### config.mk
export PLATFORM = sky130hd
export DESIGN_NAME = forward_hazard_unit
export DESIGN_NICKNAME = d
export VERILOG_FILES = /design/src/rtl/forward_hazard_unit_pkg.sv /design/src/rtl/forward_hazard_unit_mux_slot.sv /design/src/rtl/forward_hazard_unit.sv
export SDC_FILE = /design/constraint.sdc
export NUM_CORES = 1
export LEC_CHECK = 0
export BUFFER_PORTS_ARGS = -buffer_cell sky130_fd_sc_hd__clkbuf_2
export CAP_MARGIN = 0
export CORE_ASPECT_RATIO = 0.9
export CORE_MARGIN = 4
export CORE_UTILIZATION = 36
export CTS_BUF_LIST = sky130_fd_sc_hd__clkbuf_2 sky130_fd_sc_hd__clkbuf_4 sky130_fd_sc_hd__clkbuf_8
export DETAILED_ROUTE_END_ITERATION = 10
export RECOVER_POWER = 25
export SYNTH_ARGS = -nofsm -noshare
export SYNTH_HDL_FRONTEND = slang
export SYNTH_SLANG_ARGS = --single-unit
### constraint.sdc
create_clock -name clk -period 5.5 [get_ports clk]
set_clock_uncertainty 0.1 [all_clocks]
set_input_delay 1.1 -clock clk [delete_from_list [all_inputs] [get_ports clk]]
set_output_delay 1.1 -clock clk [all_outputs]
set_load 0.02 [all_outputs]
### src/rtl/forward_hazard_unit_pkg.sv
`default_nettype none
// +--------------------------------------------------------------------------+
// | Module      : forward_hazard_unit_pkg                                    |
// | Description : Shared types and defaults for the forwarding / hazard      |
// |               unit: FSM state enum, per-slot forward-select encodings    |
// |               and datapath/address width defaults.                       |
// | Revision    : 1.0  initial release                                       |
// +--------------------------------------------------------------------------+
package forward_hazard_unit_pkg;

    localparam int XLEN_DEFAULT  = 32;
    localparam int ABITS_DEFAULT = 5;

    typedef enum logic [0:0] {
        ST_RUN      = 1'b0,
        ST_MEM_WAIT = 1'b1
    } fsm_state_t;

    // Forward-select codes, listed in priority order.
    typedef enum logic [1:0] {
        FWD_MEM = 2'd0,
        FWD_WB  = 2'd1,
        FWD_WB1 = 2'd2,
        FWD_RF  = 2'd3
    } fwd_sel_t;

endpackage
`default_nettype wire

### src/rtl/forward_hazard_unit_mux_slot.sv
`default_nettype none
// +--------------------------------------------------------------------------+
// | Module      : fwd_mux_slot                                               |
// | Description : Priority operand select for one EX source slot.            |
// |               MEM ALU result > WB write data > WB1 (one cycle past WB)   |
// |               > register-file operand. Register 0 is never forwarded.    |
// | Ports       : rs            EX source address of this slot               |
// |               rf_data       operand read in ID                           |
// |               mem_*/wb_*    producer stages                              |
// |               wb1_*         delayed WB copy                              |
// |               data          resolved operand                             |
// | Revision    : 1.0  initial release                                       |
// +--------------------------------------------------------------------------+
module fwd_mux_slot
    import forward_hazard_unit_pkg::*;
#(
    parameter int XLEN  = XLEN_DEFAULT,
    parameter int ABITS = ABITS_DEFAULT
)
(
    input  logic [ABITS-1:0] rs,
    input  logic [XLEN-1:0]  rf_data,
    input  logic [ABITS-1:0] mem_rd,
    input  logic             mem_regwrite,
    input  logic             mem_memread,
    input  logic [XLEN-1:0]  mem_aluout,
    input  logic [ABITS-1:0] wb_rd,
    input  logic             wb_regwrite,
    input  logic [XLEN-1:0]  wb_wd,
    input  logic             wb1_valid,
    input  logic [ABITS-1:0] wb1_rd,
    input  logic [XLEN-1:0]  wb1_data,
    output logic [XLEN-1:0]  data
);

    fwd_sel_t w_sel;

    // A load in MEM has no data yet (its ALU result is an address), so only
    // non-load MEM writers are eligible. wb1_valid already excludes x0.
    always_comb begin
        w_sel = FWD_RF;
        if (mem_regwrite && !mem_memread && (mem_rd != '0) && (mem_rd == rs))
            w_sel = FWD_MEM;
        else if (wb_regwrite && (wb_rd != '0) && (wb_rd == rs))
            w_sel = FWD_WB;
        else if (wb1_valid && (wb1_rd == rs))
            w_sel = FWD_WB1;
    end

    always_comb begin
        case (w_sel)
            FWD_MEM: data = mem_aluout;
            FWD_WB:  data = wb_wd;
            FWD_WB1: data = wb1_data;
            default: data = rf_data;
        endcase
    end

endmodule
`default_nettype wire

### src/rtl/forward_hazard_unit.sv
`default_nettype none
// +--------------------------------------------------------------------------+
// | Module      : forward_hazard_unit                                        |
// | Description : Operand forwarding, load-use detection and data-memory     |
// |               wait handling for a 5-stage pipeline.                      |
// | Ports       : clk, rstn       clock, async active-low reset              |
// |               id_rs           ID source addresses (NSRC slots)           |
// |               ex_rs, ex_rdata EX source addresses / RF operands          |
// |               ex_*, mem_*, wb_* stage destination/enable/data            |
// |               mem_ready       load data returned this cycle              |
// |               fwd_data        resolved EX operands                       |
// |               stall_front     hold PC and IF/ID                          |
// |               bubble_ex       insert NOP into ID/EX                      |
// |               hold_all        freeze every pipeline register             |
// |               mem_timeout     sticky: a load waited MAX_WAIT cycles      |
// |               lu_cnt,wait_cnt saturating event counters                  |
// | Revision    : 1.0  initial release                                       |
// +--------------------------------------------------------------------------+
module forward_hazard_unit
    import forward_hazard_unit_pkg::*;
#(
    parameter int XLEN     = XLEN_DEFAULT,
    parameter int NSRC     = 2,
    parameter int ABITS    = ABITS_DEFAULT,
    parameter int MAX_WAIT = 16
)
(
    input  logic                  clk,
    input  logic                  rstn,
    input  logic [NSRC*ABITS-1:0] id_rs,
    input  logic [NSRC*ABITS-1:0] ex_rs,
    input  logic [NSRC*XLEN-1:0]  ex_rdata,
    input  logic [ABITS-1:0]      ex_rd,
    input  logic                  ex_regwrite,
    input  logic                  ex_memread,
    input  logic [ABITS-1:0]      mem_rd,
    input  logic                  mem_regwrite,
    input  logic                  mem_memread,
    input  logic [XLEN-1:0]       mem_aluout,
    input  logic                  mem_ready,
    input  logic [ABITS-1:0]      wb_rd,
    input  logic                  wb_regwrite,
    input  logic [XLEN-1:0]       wb_wd,
    output logic [NSRC*XLEN-1:0]  fwd_data,
    output logic                  stall_front,
    output logic                  bubble_ex,
    output logic                  hold_all,
    output logic                  mem_timeout,
    output logic [31:0]           lu_cnt,
    output logic [31:0]           wait_cnt
);

    localparam int                c_WAIT_W      = $clog2(MAX_WAIT + 1);
    localparam logic [c_WAIT_W-1:0] c_MAX_WAIT    = c_WAIT_W'(MAX_WAIT);
    localparam logic [c_WAIT_W-1:0] c_MAX_WAIT_M1 = c_WAIT_W'(MAX_WAIT - 1);

    fsm_state_t            r_state;
    fsm_state_t            w_state_next;
    logic [c_WAIT_W-1:0]   r_wait_ctr;
    logic                  r_timeout;
    logic                  r_wb1_valid;
    logic [ABITS-1:0]      r_wb1_rd;
    logic [XLEN-1:0]       r_wb1_data;
    logic [31:0]           r_lu_cnt;
    logic [31:0]           r_wait_cnt;
    logic                  w_lu;
    logic                  w_hold_all;
    logic                  w_stall;

    // ------------------------------------------------------------------
    // Operand forwarding, one priority mux per EX source slot
    // ------------------------------------------------------------------
    generate
        for (genvar gi = 0; gi < NSRC; gi++) begin : g_slot
            fwd_mux_slot #(
                .XLEN  (XLEN),
                .ABITS (ABITS)
            ) u_slot (
                .rs           (ex_rs[gi*ABITS +: ABITS]),
                .rf_data      (ex_rdata[gi*XLEN +: XLEN]),
                .mem_rd       (mem_rd),
                .mem_regwrite (mem_regwrite),
                .mem_memread  (mem_memread),
                .mem_aluout   (mem_aluout),
                .wb_rd        (wb_rd),
                .wb_regwrite  (wb_regwrite),
                .wb_wd        (wb_wd),
                .wb1_valid    (r_wb1_valid),
                .wb1_rd       (r_wb1_rd),
                .wb1_data     (r_wb1_data),
                .data         (fwd_data[gi*XLEN +: XLEN])
            );
        end
    endgenerate

    // ------------------------------------------------------------------
    // Load-use detection: EX load whose destination feeds the ID instr
    // ------------------------------------------------------------------
    always_comb begin
        w_lu = 1'b0;
        if (ex_memread && ex_regwrite && (ex_rd != '0)) begin
            for (int i = 0; i < NSRC; i++) begin
                if (id_rs[i*ABITS +: ABITS] == ex_rd)
                    w_lu = 1'b1;
            end
        end
    end

    // ------------------------------------------------------------------
    // Control decode. Hold wins over load-use: while frozen, the load-use
    // pair stays in place and is re-evaluated when the hold drops.
    // ------------------------------------------------------------------
    always_comb begin
        w_state_next = r_state;
        w_hold_all   = 1'b0;
        w_stall      = 1'b0;
        case (r_state)
            ST_RUN: begin
                if (mem_memread && !mem_ready) begin
                    w_hold_all   = 1'b1;
                    w_state_next = ST_MEM_WAIT;
                end else begin
                    w_stall = w_lu;
                end
            end
            ST_MEM_WAIT: begin
                if (!mem_ready) begin
                    w_hold_all = 1'b1;
                end else begin
                    w_stall      = w_lu;
                    w_state_next = ST_RUN;
                end
            end
            default: begin
                w_state_next = ST_RUN;
            end
        endcase
    end

    assign hold_all    = w_hold_all;
    assign stall_front = w_stall;
    assign bubble_ex   = w_stall;
    assign mem_timeout = r_timeout;
    assign lu_cnt      = r_lu_cnt;
    assign wait_cnt    = r_wait_cnt;

    // ------------------------------------------------------------------
    // FSM with wait-episode counter and sticky timeout
    // ------------------------------------------------------------------
    always_ff @(posedge clk or negedge rstn) begin
        if (!rstn) begin
            r_state    <= ST_RUN;
            r_wait_ctr <= '0;
            r_timeout  <= 1'b0;
        end else begin
            r_state <= w_state_next;
            if (r_state == ST_RUN) begin
                if (w_state_next == ST_MEM_WAIT)
                    r_wait_ctr <= '0;
            end else begin
                // Saturate at MAX_WAIT; the wait itself continues past it.
                if (r_wait_ctr != c_MAX_WAIT)
                    r_wait_ctr <= r_wait_ctr + 1'b1;
                if (r_wait_ctr >= c_MAX_WAIT_M1)
                    r_timeout <= 1'b1;
            end
        end
    end

    // ------------------------------------------------------------------
    // WB1 copy (covers read-before-write RF) and event counters
    // ------------------------------------------------------------------
    always_ff @(posedge clk or negedge rstn) begin
        if (!rstn) begin
            r_wb1_valid <= 1'b0;
            r_wb1_rd    <= '0;
            r_wb1_data  <= '0;
            r_lu_cnt    <= '0;
            r_wait_cnt  <= '0;
        end else begin
            if (!w_hold_all) begin
                r_wb1_valid <= wb_regwrite && (wb_rd != '0);
                r_wb1_rd    <= wb_rd;
                r_wb1_data  <= wb_wd;
            end
            if (w_stall && (r_lu_cnt != 32'hFFFF_FFFF))
                r_lu_cnt <= r_lu_cnt + 32'd1;
            if (w_hold_all && (r_wait_cnt != 32'hFFFF_FFFF))
                r_wait_cnt <= r_wait_cnt + 32'd1;
        end
    end

endmodule
`default_nettype wire

* Word level (Yosys, flattened, before mapping) *
Index checks and enable logic that the tools add are counted.

storage, ports and cells
  flip-flop bits (word level) = 109
  input port bits = 171
  output and inout port bits = 132
  logic and storage cells = 73

cells by class
  add/sub/neg operators = 3
  magnitude comparators = 1
  equality and inequality tests = 16
  multiplexer cells = 20
  bitwise gates (word level) = 1
  reductions and logical operators = 24

operators with widths
  operator               count
  $pmux 32 s3            2
  $add 32x1->32 const B  2
  $ne 32x32->1 const B   2
  $eq 5x5->1             8
  $mux 5                 3
  $reduce_bool 5->1      3
  $logic_and 1x1->1      14
  $mux 1                 9
  $mux 2                 4
  $add 5x1->5 const B    1
  $ge 5x4->1 const B     1
  $ne 5x5->1 const B     1
  $eq 2x1->1 const B     2
  $eq 2x2->1 const B     2
  $logic_not 2->1        2
  $pmux 1 s2             2
  $reduce_and 2->1       2
  $logic_not 1->1        2
  $ne 2x1->1 const B     1
  $reduce_bool 2->1      1
  $not 1->1              1

* Longest topological paths before layout *
Gate-level depths: netlist of run 1.

  depth in word-level cells = 7
  mapped depth = 8
  mapped depth without buffers = 8

* Cells and area by module *
A second synthesis of run 1 with hierarchy kept.

unflattened totals
  cells, all modules = 867
  area, all modules = 7,875.1 um^2

modules (own cells, without submodules)
  module               instances  cells an instance  area an instance (um^2)  sequential area each (um^2)
  forward_hazard_unit  1          497                5,002.3                  2,727.6
  fwd_mux_slot         2          185                1,436.4                  0.0

* Worst setup path after synthesis of run 1 *
Ideal clock, no wire load.

  path type = input-to-output
  start point = input mem_rd[0]
  end point = output fwd_data[0]
  arrival time = 2.653 ns
  required time = 4.300 ns
  setup slack = 1.647 ns
  stages = 7
  buffers on the path = 2
  cells stage by stage = or4_1 > o21ai_1 > or4_1 > buf_2 > buf_2 > o22ai_1 > a21oi_1

between the ends
  cells in the longest elaborated chain, start to end = 6
  elaborated cells on any way between the ends = 9
  those cells by class = eq/ne: 3; mux: 2; reduce/logical: 4

ends and longest elaborated chain
  what                                      line                                RTL
  start, declared                           forward_hazard_unit.sv:36           input logic [ABITS-1:0] mem_rd,
  $reduce_bool 5->1                         forward_hazard_unit_mux_slot.sv:42  if (mem_regwrite && !mem_memread && (mem_rd != '0) && (mem_rd == rs))
  $logic_and 1x1->1                         forward_hazard_unit_mux_slot.sv:42
  $logic_and 1x1->1 *                       forward_hazard_unit_mux_slot.sv:42
  $mux 2 *                                  forward_hazard_unit_mux_slot.sv:42
  $eq 2x2->1, or another cell as far along  forward_hazard_unit_mux_slot.sv:51  case (w_sel)
  $pmux 32 s3 *                             forward_hazard_unit_mux_slot.sv:51
  end, declared                             forward_hazard_unit.sv:44           output logic [NSRC*XLEN-1:0] fwd_data,

Every way passes the cells marked *; elsewhere a longest branch is shown, timed or not.

* Worst setup path after layout of run 1 *
  start point = input mem_rd[0]
  end point = output fwd_data[10]

The elaborated chain is that of the path after synthesis.

==> results.py, run 1 <==
metrics = {
    "setup_path": {
        "worst_ep_arrival_time_ns": 3.18,
        "criticalPathCategory": "in2out",
        "crit_fanout": 64,
        "startpoint_type": "input pin",
        "r2r_setup_slack_ns": 2.80,
        "worstRegToRegCells": 7,
        "critPathCaptureType": "output pin",
        "cp_data_required_time_ns": 4.30,
    },
    "hold_path": {
        "min_path_type": "reg2reg",
        "min_path_cells": 2,
    },
    "clock_tree": {
        "cts_num_sinks": 109,
        "clock_path_buffers": 2,
        "post_cts_buffers": 0,
        "ctsHoldBuffers": 0,
        "cts_root_buf": "clkbuf_8",
        "cts_buffers": 9,
        "clkTransAtPathRegs_ns": 0.11,
        "h-tree-depth": 3,
        "cts_tree": "built",
        "clock_latency_ns": 0.38,
        "cts_resized": 0,
    },
    "run_status": {
        "outcome": "finished with violations",
        "failed_checks": "capacitance limit, slew limit",
    },
    "synthesis": {
        "avgSynthCellArea_sq_um": 8.27,
        "yosysWarnings": 0,
        "synth_top_area_frac": 0.390,
        "synth_common_cells": "nand2_1, dfrtp_1, o22ai_1, or3_1, a21oi_1",
        "synth_area_sq_mm": 0.00699,
        "synth_cells": 845,
        "synth_seq_cells": 109,
        "synth_top_cell_by_area": "dfrtp_1",
        "ys.flop_type": "dfrtp_1",
        "synth_fp_nets": 1021,
        "synth.distinct_cells": 46,
        "synth_edf_count": 0,
        "ys_seq_area_frac": 0.390,
        "synth_area_leaders": "dfrtp_1, nand2_1, xnor2_1",
        "synth_most_common_cell": "nand2_1",
        "synthArstFlopShare": 1.00,
    },
    "final_layout": {
        "nets": 1297,
        "drive_above_1_share": 0.292,
        "syn_to_final_growth_pct": 26.1,
    },
    "place": {
        "place_congestion": 0.845,
        "dp_hpwl_um": 17300,
        "portBuffers": 302,
    },
    "floorplanning": {
        "io_pins": 303,
        "row_count": 48,
        "fp.dieW_um": 155,
        "core_area_sq_mm": 0.0191,
        "dieArea_sq_mm": 0.0217,
        "die_h_um": 140,
        "start_util": 0.366,
    },
    "global_routing": {
        "grt_pass1_vias": 7153,
        "grt_max_degree": 69,
        "grt_usage": 0.211,
        "grt-ovfl-total": 0,
        "antenna_found_initial": 1,
        "grt_pass1_wl_um": 37300,
    },
    "drt": {
        "drtIter0Drc": 356,
        "wl_per_cell_um": 16.8,
        "postRouteAntennaNets": 0,
        "first_pass_iters": 4,
        "drc": 0,
        "wl_um": 23200,
        "vias_per_cell": 5.23,
        "via_count": 7203,
    },
    "timing": {
        "min_period_ns": 4.38,
        "setup_tns_ns": 0,
        "final_hold_viol_count": 0,
        "worst_pin_slew_ns": 3.65,
        "hold_ws_ns": 0.391,
        "fmax_mhz": 228,
        "rsz0062_at_grt": "false",
        "setup_viol": 0,
        "fin_crit_sh": 0.796,
        "finalMaxSlewViolations": 69,
        "relSlewSlack": -1.43,
    },
    "power": {
        "power.leakage_nw": 4.26,
        "ir_worst_vdd_uv": 133,
        "power_density_mw_per_mm2": 218,
    },
    "job": {
        "cap_viol_max_count": 1,
    },
}
## cell usage in the layout, fill, tap and decap left out, types with 16 or more instances in the layout
cell,netlist,layout
a21oi_1,63,63
and3_1,17,17
clkbuf_2,0,288
dfrtp_1,109,109
nand2_1,147,147
nand3_1,42,42
nand4_1,26,26
nor2_1,25,25
nor3_1,16,16
o21ai_1,59,59
o22ai_1,65,65
or3_1,64,64
xnor2_1,61,61
xor2_1,42,42
## critical path: stages
cell	delay (ns)
clkbuf_2	0.11
or4_1	0.53
o21ai_1	0.17
or4_2	0.16
buf_4	0.51
o22ai_1	0.16
a21oi_1	0.21
clkbuf_2	0.21
## logic make-up after synthesis
kind of cell,share of synthesized area
xor+xnor,0.129
simple gates,0.258
flops,0.390
fa+ha+maj,0.00896
buf+inv,0.0444
compound gates,0.167
mux,0.00161
## final timing paths
path	from	endpoint
setup / recovery	mem_rd[0]	fwd_data[10]
hold / removal	r_wb1_data[22]	r_wb1_data[22]
setup reg to reg	r_state	lu_cnt[23]
hold reg to reg	r_wb1_data[22]	r_wb1_data[22]
max in group asynchronous	rstn	lu_cnt[13]
min in group asynchronous	rstn	r_wb1_data[2]
## state kept, by name, indices dropped and copies added (netlist names)
name and flops:
r_wb1_valid 1, r_wb1_rd 5, mem_timeout 1, lu_cnt 32
r_wb1_data 32, wait_cnt 32, r_wait_ctr 5, r_state 1
## report_power, final
| part | internal, W | total (W) | switching, W |
|---|---|---|---|
| Sequential | 0.000869 | 0.000938 | 0.0000690 |
| Clock | 0.000180 | 0.000484 | 0.000304 |
| Combinational | 0.000193 | 0.000499 | 0.000306 |
## cell type report
type / count / area [sq um]
antenna: 1 / 2.50
clock buffer: 9 / 124
clock inverter: 7 / 72.6
fill: 1933 / 10300
inverter: 8 / 30.0
multi-input combinational: 678 / 3950
sequential: 109 / 2730
tap: 250 / 313
timing repair buffer: 315 / 1590
## through the flow
step           utilization  setup WS [ns]  power, W  cell area [sq um]  cells
4_1_cts              0.462           1.10   0.00196               8830   1376
5_1_grt              0.461          0.518   0.00204               8810   1377
6_report             0.461           1.12   0.00192               8810   1377
2_1_floorplan            -           1.65   0.00123               6990    845
3_3_place_gp         0.452           1.16   0.00145               8630   1360
3_5_place_dp         0.452           1.09   0.00146               8630   1360
## metal layers
layer,GRT usage,part of all wire
met1,0.262,0.42
met2,0.360,0.48
met3,0.0442,0.068
met4,0.0813,0.035
met5,0,0
Note: power is estimated with default switching activity, not from simulation.
==> run 2: changes to the inputs <==
--- a/config.mk
+++ b/config.mk
@@ -12,6 +12,7 @@
 export CORE_UTILIZATION = 36
 export CTS_BUF_LIST = sky130_fd_sc_hd__clkbuf_2 sky130_fd_sc_hd__clkbuf_4 sky130_fd_sc_hd__clkbuf_8
 export DETAILED_ROUTE_END_ITERATION = 10
+export PLACE_DENSITY = 0.66
 export RECOVER_POWER = 25
 export SYNTH_ARGS = -nofsm -noshare
 export SYNTH_HDL_FRONTEND = slang
==> constraint.sdc (replaced) <==
create_clock -name clk -period 3.9 [get_ports clk]
set_clock_uncertainty 0.1 [all_clocks]
set_input_delay 0.78 -clock clk [delete_from_list [all_inputs] [get_ports clk]]
set_output_delay 0.78 -clock clk [all_outputs]
set_load 0.02 [all_outputs]
==> run 2 against run 1 <==
Compared with the run above: the flow still finishes with violations (capacitance limit, slew limit); hold slack worse by 0.017 ns; flip-flop and latch count stayed put; die area stayed put; global-route usage is 0.57 points lower; routed wire length is 1.8% lower; register-to-register slack worse by 1.4 ns; via count is 1.6% higher; largest power group unchanged; highest routed layer unchanged.
==> results.py, run 2 (synthesis gave the netlist of run 1 again) <==
metrics = {
    "setup_path": {
        "startpoint_type": "input pin",
        "cp_data_required_time_ns": 3.02,
        "worst_ep_arrival_time_ns": 2.85,
        "criticalPathCategory": "in2out",
        "crit_fanout": 30,
        "cp-startpoint": "mem_rd[3]",
        "critPathCaptureType": "output pin",
        "crit_top_cell": "clkbuf_2",
        "path_cells": "clkbuf_2 -> or4_1 -> o21ai_1 -> or4_2 -> nand3_1 -> buf_12 -> o22ai_1 -> a21oi_1 -> clkbuf_2",
        "slowest_delay_ns": 0.73,
        "slowest_stage": "or4_2",
        "reg2reg_from": "lu_cnt[0]",
    },
    "clock_tree": {
        "cts_resized": 0,
        "clock_latency_ns": 0.39,
        "cts_buffers": 9,
        "clkTransAtPathRegs_ns": 0.10,
        "clock_path_buffers": 2,
        "cts_root_buf": "clkbuf_8",
        "cts_num_sinks": 109,
        "post_cts_buffers": 0,
        "h-tree-depth": 3,
        "cts_tree": "built",
        "ctsHoldBuffers": 0,
    },
    "power": {
        "ir_worst_vdd_uv": 148,
        "power.leakage_nw": 4.35,
        "power_density_mw_per_mm2": 305,
    },
    "hold_path": {
        "min_path_type": "reg2reg",
        "min_from": "mem_timeout",
    },
    "job": {
        "cap_viol_max_count": 1,
    },
    "timing": {
        "min_period_ns": 3.73,
        "fin_crit_sh": 0.957,
        "fmax_mhz": 268,
        "fin_ws_ns": 0.168,
        "setup_tns_ns": 0,
        "setup_viol": 0,
        "final_hold_viol_count": 0,
        "relSlewSlack": -0.171,
        "rsz0062_at_grt": "false",
        "worst_pin_slew_ns": 1.76,
        "finalMaxSlewViolations": 39,
    },
    "final_layout": {
        "layout_common_cells": "clkbuf_2, nand2_1, dfrtp_1, o22ai_1, or3_1",
        "final_util": 0.466,
        "syn_to_final_growth_pct": 27.5,
        "nets": 1299,
        "nFillCells": 1979,
        "drive_above_1_share": 0.305,
        "final_common_cell": "clkbuf_2",
    },
    "global_routing": {
        "grt_pass1_vias": 7146,
        "grt_usage": 0.205,
        "grt-ovfl-total": 0,
        "grt_pass1_wl_um": 36600,
        "use_met2": 0.356,
        "met3_usage": 0.0432,
        "grt.busiest_layer": "met2",
        "grt_max_degree": 65,
        "antenna_found_initial": 1,
        "grtUsageMet1": 0.252,
    },
    "drt": {
        "postRouteAntennaNets": 0,
        "wl_per_cell_um": 16.5,
        "first_pass_iters": 5,
        "wl_um": 22800,
        "vias_per_cell": 5.31,
        "drc": 0,
        "drtIter0Drc": 456,
        "via_count": 7316,
    },
    "floorplanning": {
        "die_h_um": 140,
        "core_area_sq_mm": 0.0191,
        "start_util": 0.366,
        "row_count": 48,
        "fp.dieW_um": 155,
        "dieArea_sq_mm": 0.0217,
        "io_pins": 303,
    },
    "run_status": {
        "outcome": "finished with violations",
        "failed_checks": "capacitance limit, slew limit",
    },
    "place": {
        "place_ws_ns": 0.213,
        "dp_hpwl_um": 17300,
        "portBuffers": 302,
        "place_congestion": 0.868,
    },
}
run 2: cell types whose count changed in the layout (fill, tap and decap cells not counted), sizes merged:
| cell | before | now |
|---|---|---|
| clkinv | 4 | 3 |
| dlymetal6s4s | 0 | 1 |
| inv | 11 | 10 |
| clkinvlp | 0 | 1 |
| clkbuf | 311 | 312 |
| buf | 13 | 14 |
run 2: power breakdown:
part           internal [W]  switching [W]  leakage (nW)
clock network      0.000261       0.000418        0.0964
logic              0.000281       0.000430          2.83
registers           0.00123       0.000101          1.42
run 2: metrics by stage:
step	instances	instance area, sq um	power (W)	hold WS [ns]
final	1379	8910	0.00272	0.374
after global routing	1379	8910	0.00289	0.411
after CTS	1378	8910	0.00277	0.325
after detailed placement	1362	8720	0.00207	0.358
after global placement	1362	8720	0.00206	0.355
after floorplan	845	6990	0.00173	0.347
run 2: layout make-up:
cell class / count / area (sq um) / share of cell area
antenna: 1 / 2.50 / 0.000281
multi-input combinational: 678 / 3950 / 0.443
inverter: 8 / 30.0 / 0.00337
clock inverter: 6 / 55.1 / 0.00618
timing repair buffer: 317 / 1690 / 0.190
sequential: 109 / 2730 / 0.306
clock buffer: 10 / 138 / 0.0155
tap: 250 / 313 / 0.0351
run 2: layer usage:
| metal | vias to the layer above | wire length [um] |
|---|---|---|
| met3 | 39 | 1490 |
| met5 | - | 0 |
| met2 | 260 | 11100 |
| li1 | 3594 | - |
| met1 | 3423 | 9570 |
| met4 | 0 | 647 |
run 2: final timing paths:
| check | endpoint | slack (ns) | cells past startpoint |
|---|---|---|---|
| worst min-delay path | mem_timeout | 0.37 | 1 |
| min in group asynchronous | r_wb1_data[21] | 0.57 | 1 |
| worst min register to register | mem_timeout | 0.37 | 1 |
| max in group asynchronous | r_wb1_data[5] | 0.72 | 2 |
| worst max register to register | lu_cnt[20] | 1.40 | 7 |
| worst max-delay path | fwd_data[45] | 0.17 | 9 |
run 2: critical path, delay by kind of cell:
family / cells / cell delay (ns)
buffers and inverters: 3 / 0.56
and+or+nand+nor: 3 / 1.09
AOI/OAI and AO/OA: 3 / 0.40
==> run 3: changes to the inputs <==
--- a/config.mk
+++ b/config.mk
@@ -5,6 +5,7 @@
 export SDC_FILE = /design/constraint.sdc
 export NUM_CORES = 1
 export LEC_CHECK = 0
+export ABC_AREA = 1
 export BUFFER_PORTS_ARGS = -buffer_cell sky130_fd_sc_hd__clkbuf_2
 export CAP_MARGIN = 0
 export CORE_ASPECT_RATIO = 0.9
@@ -12,8 +13,8 @@
 export CORE_UTILIZATION = 36
 export CTS_BUF_LIST = sky130_fd_sc_hd__clkbuf_2 sky130_fd_sc_hd__clkbuf_4 sky130_fd_sc_hd__clkbuf_8
 export DETAILED_ROUTE_END_ITERATION = 10
-export PLACE_DENSITY = 0.66
 export RECOVER_POWER = 25
 export SYNTH_ARGS = -nofsm -noshare
 export SYNTH_HDL_FRONTEND = slang
+export SYNTH_HIERARCHICAL = 1
 export SYNTH_SLANG_ARGS = --single-unit
==> constraint.sdc (replaced) <==
create_clock -name clk -period 3.21 [get_ports clk]
set_clock_uncertainty 0.1 [all_clocks]
set_input_delay 0.642 -clock clk [delete_from_list [all_inputs] [get_ports clk]]
set_output_delay 0.642 -clock clk [all_outputs]
set_load 0.02 [all_outputs]
==> run 3 against run 2 <==
Compared with the run above: the flow now finishes without violations; worst setup slack better by 0.047 ns; sequential share of layout area is 7.3 points lower; combinational power up 72%; area after synthesis grew 38%; die area grew 36%; hold slack gained 0.018 ns; utilization is 1.9 points lower; critical path depth is 4 higher; critical endpoint is now fwd_data[53].
==> results.py, run 3 <==
metrics = {
    "run_status": {
        "outcome": "completed",
    },
    "place": {
        "placed_cell_area_sq_mm": 0.0115,
        "placed_cells": 2251,
        "place_congestion": 0.955,
        "portBuffers": 302,
        "dp_hpwl_um": 26500,
    },
    "floorplanning": {
        "io_pins": 303,
        "start_util": 0.368,
        "die_h_um": 163,
        "row_count": 56,
        "core_area_sq_mm": 0.0262,
        "dieArea_sq_mm": 0.0294,
        "fp.dieW_um": 180,
    },
    "synthesis": {
        "synth_top_cell_by_area": "dfrtp_1",
        "synth_edf_count": 0,
        "synth_most_common_cell": "nand2_1",
        "avgSynthCellArea_sq_um": 5.87,
        "synth_cells": 1641,
        "ys.flop_type": "dfrtp_1",
        "synth_top_family_by_area": "simple AND/OR/NAND/NOR gates",
        "synth_seq_cells": 109,
        "synth_common_cells": "nand2_1, nor2_1, nand3_1, dfrtp_1, inv_1",
        "synthArstFlopShare": 1.00,
        "synth_area_sq_mm": 0.00963,
        "synth_area_leaders": "dfrtp_1, nand2_1, nand3_1",
        "synth_fp_nets": 1817,
        "synth_xor_area_frac": 0.0445,
        "yosys.area_share.simple": 0.557,
        "synth_compound_area_frac": 0.0206,
        "ys_seq_area_frac": 0.283,
        "synth.distinct_cells": 35,
        "yosys.area_share.adder": 0.00649,
        "synthMuxAreaShare": 0,
        "synth_top_area_frac": 0.283,
        "yosysWarnings": 6,
    },
    "drt": {
        "wl_per_cell_um": 15.1,
        "drc": 0,
        "postRouteAntennaNets": 0,
        "wl_um": 34300,
        "via_count": 11400,
        "first_pass_iters": 6,
        "drtIter0Drc": 888,
        "vias_per_cell": 5.00,
    },
    "global_routing": {
        "grt_pass1_vias": 10700,
        "grt_usage": 0.227,
        "met3_usage": 0.0376,
        "grtUsageMet1": 0.299,
        "grt.busiest_layer": "met2",
        "antenna_found_initial": 0,
        "grt_pass1_wl_um": 55600,
        "use_met2": 0.395,
        "grt-ovfl-total": 0,
        "grt_max_degree": 50,
    },
    "clock_tree": {
        "cts_tree": "built",
        "cts_buffers": 9,
        "cts_num_sinks": 109,
        "cts_root_buf": "clkbuf_8",
        "h-tree-depth": 3,
        "cts_resized": 0,
        "clock_path_buffers": 2,
        "clkTransAtPathRegs_ns": 0.10,
        "clock_latency_ns": 0.38,
    },
    "setup_path": {
        "r2r_setup_slack_ns": 0.88,
        "path_cells": "clkbuf_2 -> inv_1 -> nand2_1 -> nand2_1 -> nor2_1 -> nand3_1 -> nor2_2 -> buf_12 -> nand3_1 -> nand2_1 -> nor2_1 -> nor2_1 -> clkbuf_2",
        "startpoint_type": "input pin",
        "critPathCaptureType": "output pin",
        "slowest_delay_ns": 0.21,
        "worst_ep_arrival_time_ns": 2.25,
        "slowest_stage": "buf_12",
        "criticalPathCategory": "in2out",
        "cp_data_required_time_ns": 2.47,
        "crit_fanout": 32,
    },
    "timing": {
        "fmax_mhz": 334,
        "finalMaxSlewViolations": 0,
        "setup_viol": 0,
        "relSlewSlack": 0.147,
        "fin_crit_sh": 0.933,
        "min_period_ns": 3.00,
        "setup_tns_ns": 0,
        "rsz0062_at_grt": "false",
        "worst_pin_slew_ns": 1.28,
        "final_hold_viol_count": 0,
    },
    "hold_path": {
        "min_path_type": "in2reg",
    },
    "final_layout": {
        "layout_common_cells": "nand2_1, nor2_1, clkbuf_2, nand3_1, dfrtp_1",
        "nets": 2094,
        "syn_to_final_growth_pct": 21.6,
        "final_util": 0.447,
        "instances_no_fill": 2269,
        "final_common_cell": "nand2_1",
        "nFillCells": 2896,
        "fin_area_sq_mm": 0.0117,
        "n_antenna_cell": 0,
        "drive_above_1_share": 0.200,
    },
    "power": {
        "finalPower_w": 0.00366,
        "power.leakage_nw": 6.27,
        "power_density_mw_per_mm2": 312,
        "ir_worst_vdd_uv": 147,
    },
    "job": {
        "cap_viol_max_count": 0,
    },
}
run 3: where the power goes:
| group | internal (W) | switching, W | total, W | leakage [nW] |
|---|---|---|---|---|
| Combinational | 0.000443 | 0.000777 | 0.00122 | 4.75 |
| Sequential | 0.00149 | 0.000135 | 0.00162 | 1.42 |
| Clock | 0.000319 | 0.000495 | 0.000814 | 0.0912 |
run 3: final timing paths:
kind / depth (start not counted) / from / end
min: 3 / wb_wd[8] / r_wb1_data[8]
max reg2reg: 9 / lu_cnt[0] / lu_cnt[17]
min reg2reg: 2 / r_wb1_data[1] / r_wb1_data[1]
min in group asynchronous: 1 / rstn / wait_cnt[4]
max: 13 / wb_rd[3] / fwd_data[53]
max in group asynchronous: 2 / rstn / wait_cnt[20]
run 3: cell families (layout without fill, tap and decap cells):
family                   count (synthesis)  count (layout)
AND/OR/NAND/NOR                       1266            1266
adder cells (fa/ha/maj)                  5               5
XOR/XNOR                                49              49
buffers and inverters                  177             457
AO/OA/AOI/OAI                           35              35
flip-flops                             109             109
run 3: cell type report:
class / count / area, sq um / area share
clock buffer: 11 / 151 / 0.0129
tap: 348 / 435 / 0.0372
clock inverter: 3 / 22.5 / 0.00192
inverter: 107 / 402 / 0.0343
multi-input combinational: 1355 / 6070 / 0.518
timing repair buffer: 336 / 1910 / 0.163
sequential: 109 / 2730 / 0.233
run 3: per-layer routing:
| metal | part of all wire | up-vias | routed length (um) |
|---|---|---|---|
| li1 | - | 5715 | - |
| met1 | 0.44 | 5184 | 15100 |
| met2 | 0.47 | 414 | 16200 |
| met3 | 0.070 | 41 | 2400 |
| met4 | 0.015 | 0 | 516 |
| met5 | 0 | - | 0 |
run 3: critical path: cells and delay by family:
family | cells | cell delay (ns)
buffers and inverters | 4 | 0.65
AND/OR/NAND/NOR | 9 | 0.94
run 3: repair_timing:
item,CTS,global route
endpoints found under the setup margin,0,6
hold buffers,0,0
buffers inserted,0,4
run 3: stage by stage:
stage	hold WS, ns	setup WS (ns)
CTS	0.183	0.113
floorplan	0.246	0.654
detailed placement	0.383	0.187
global placement	0.368	0.199
finish	0.392	0.215
global route	0.385	0.0154
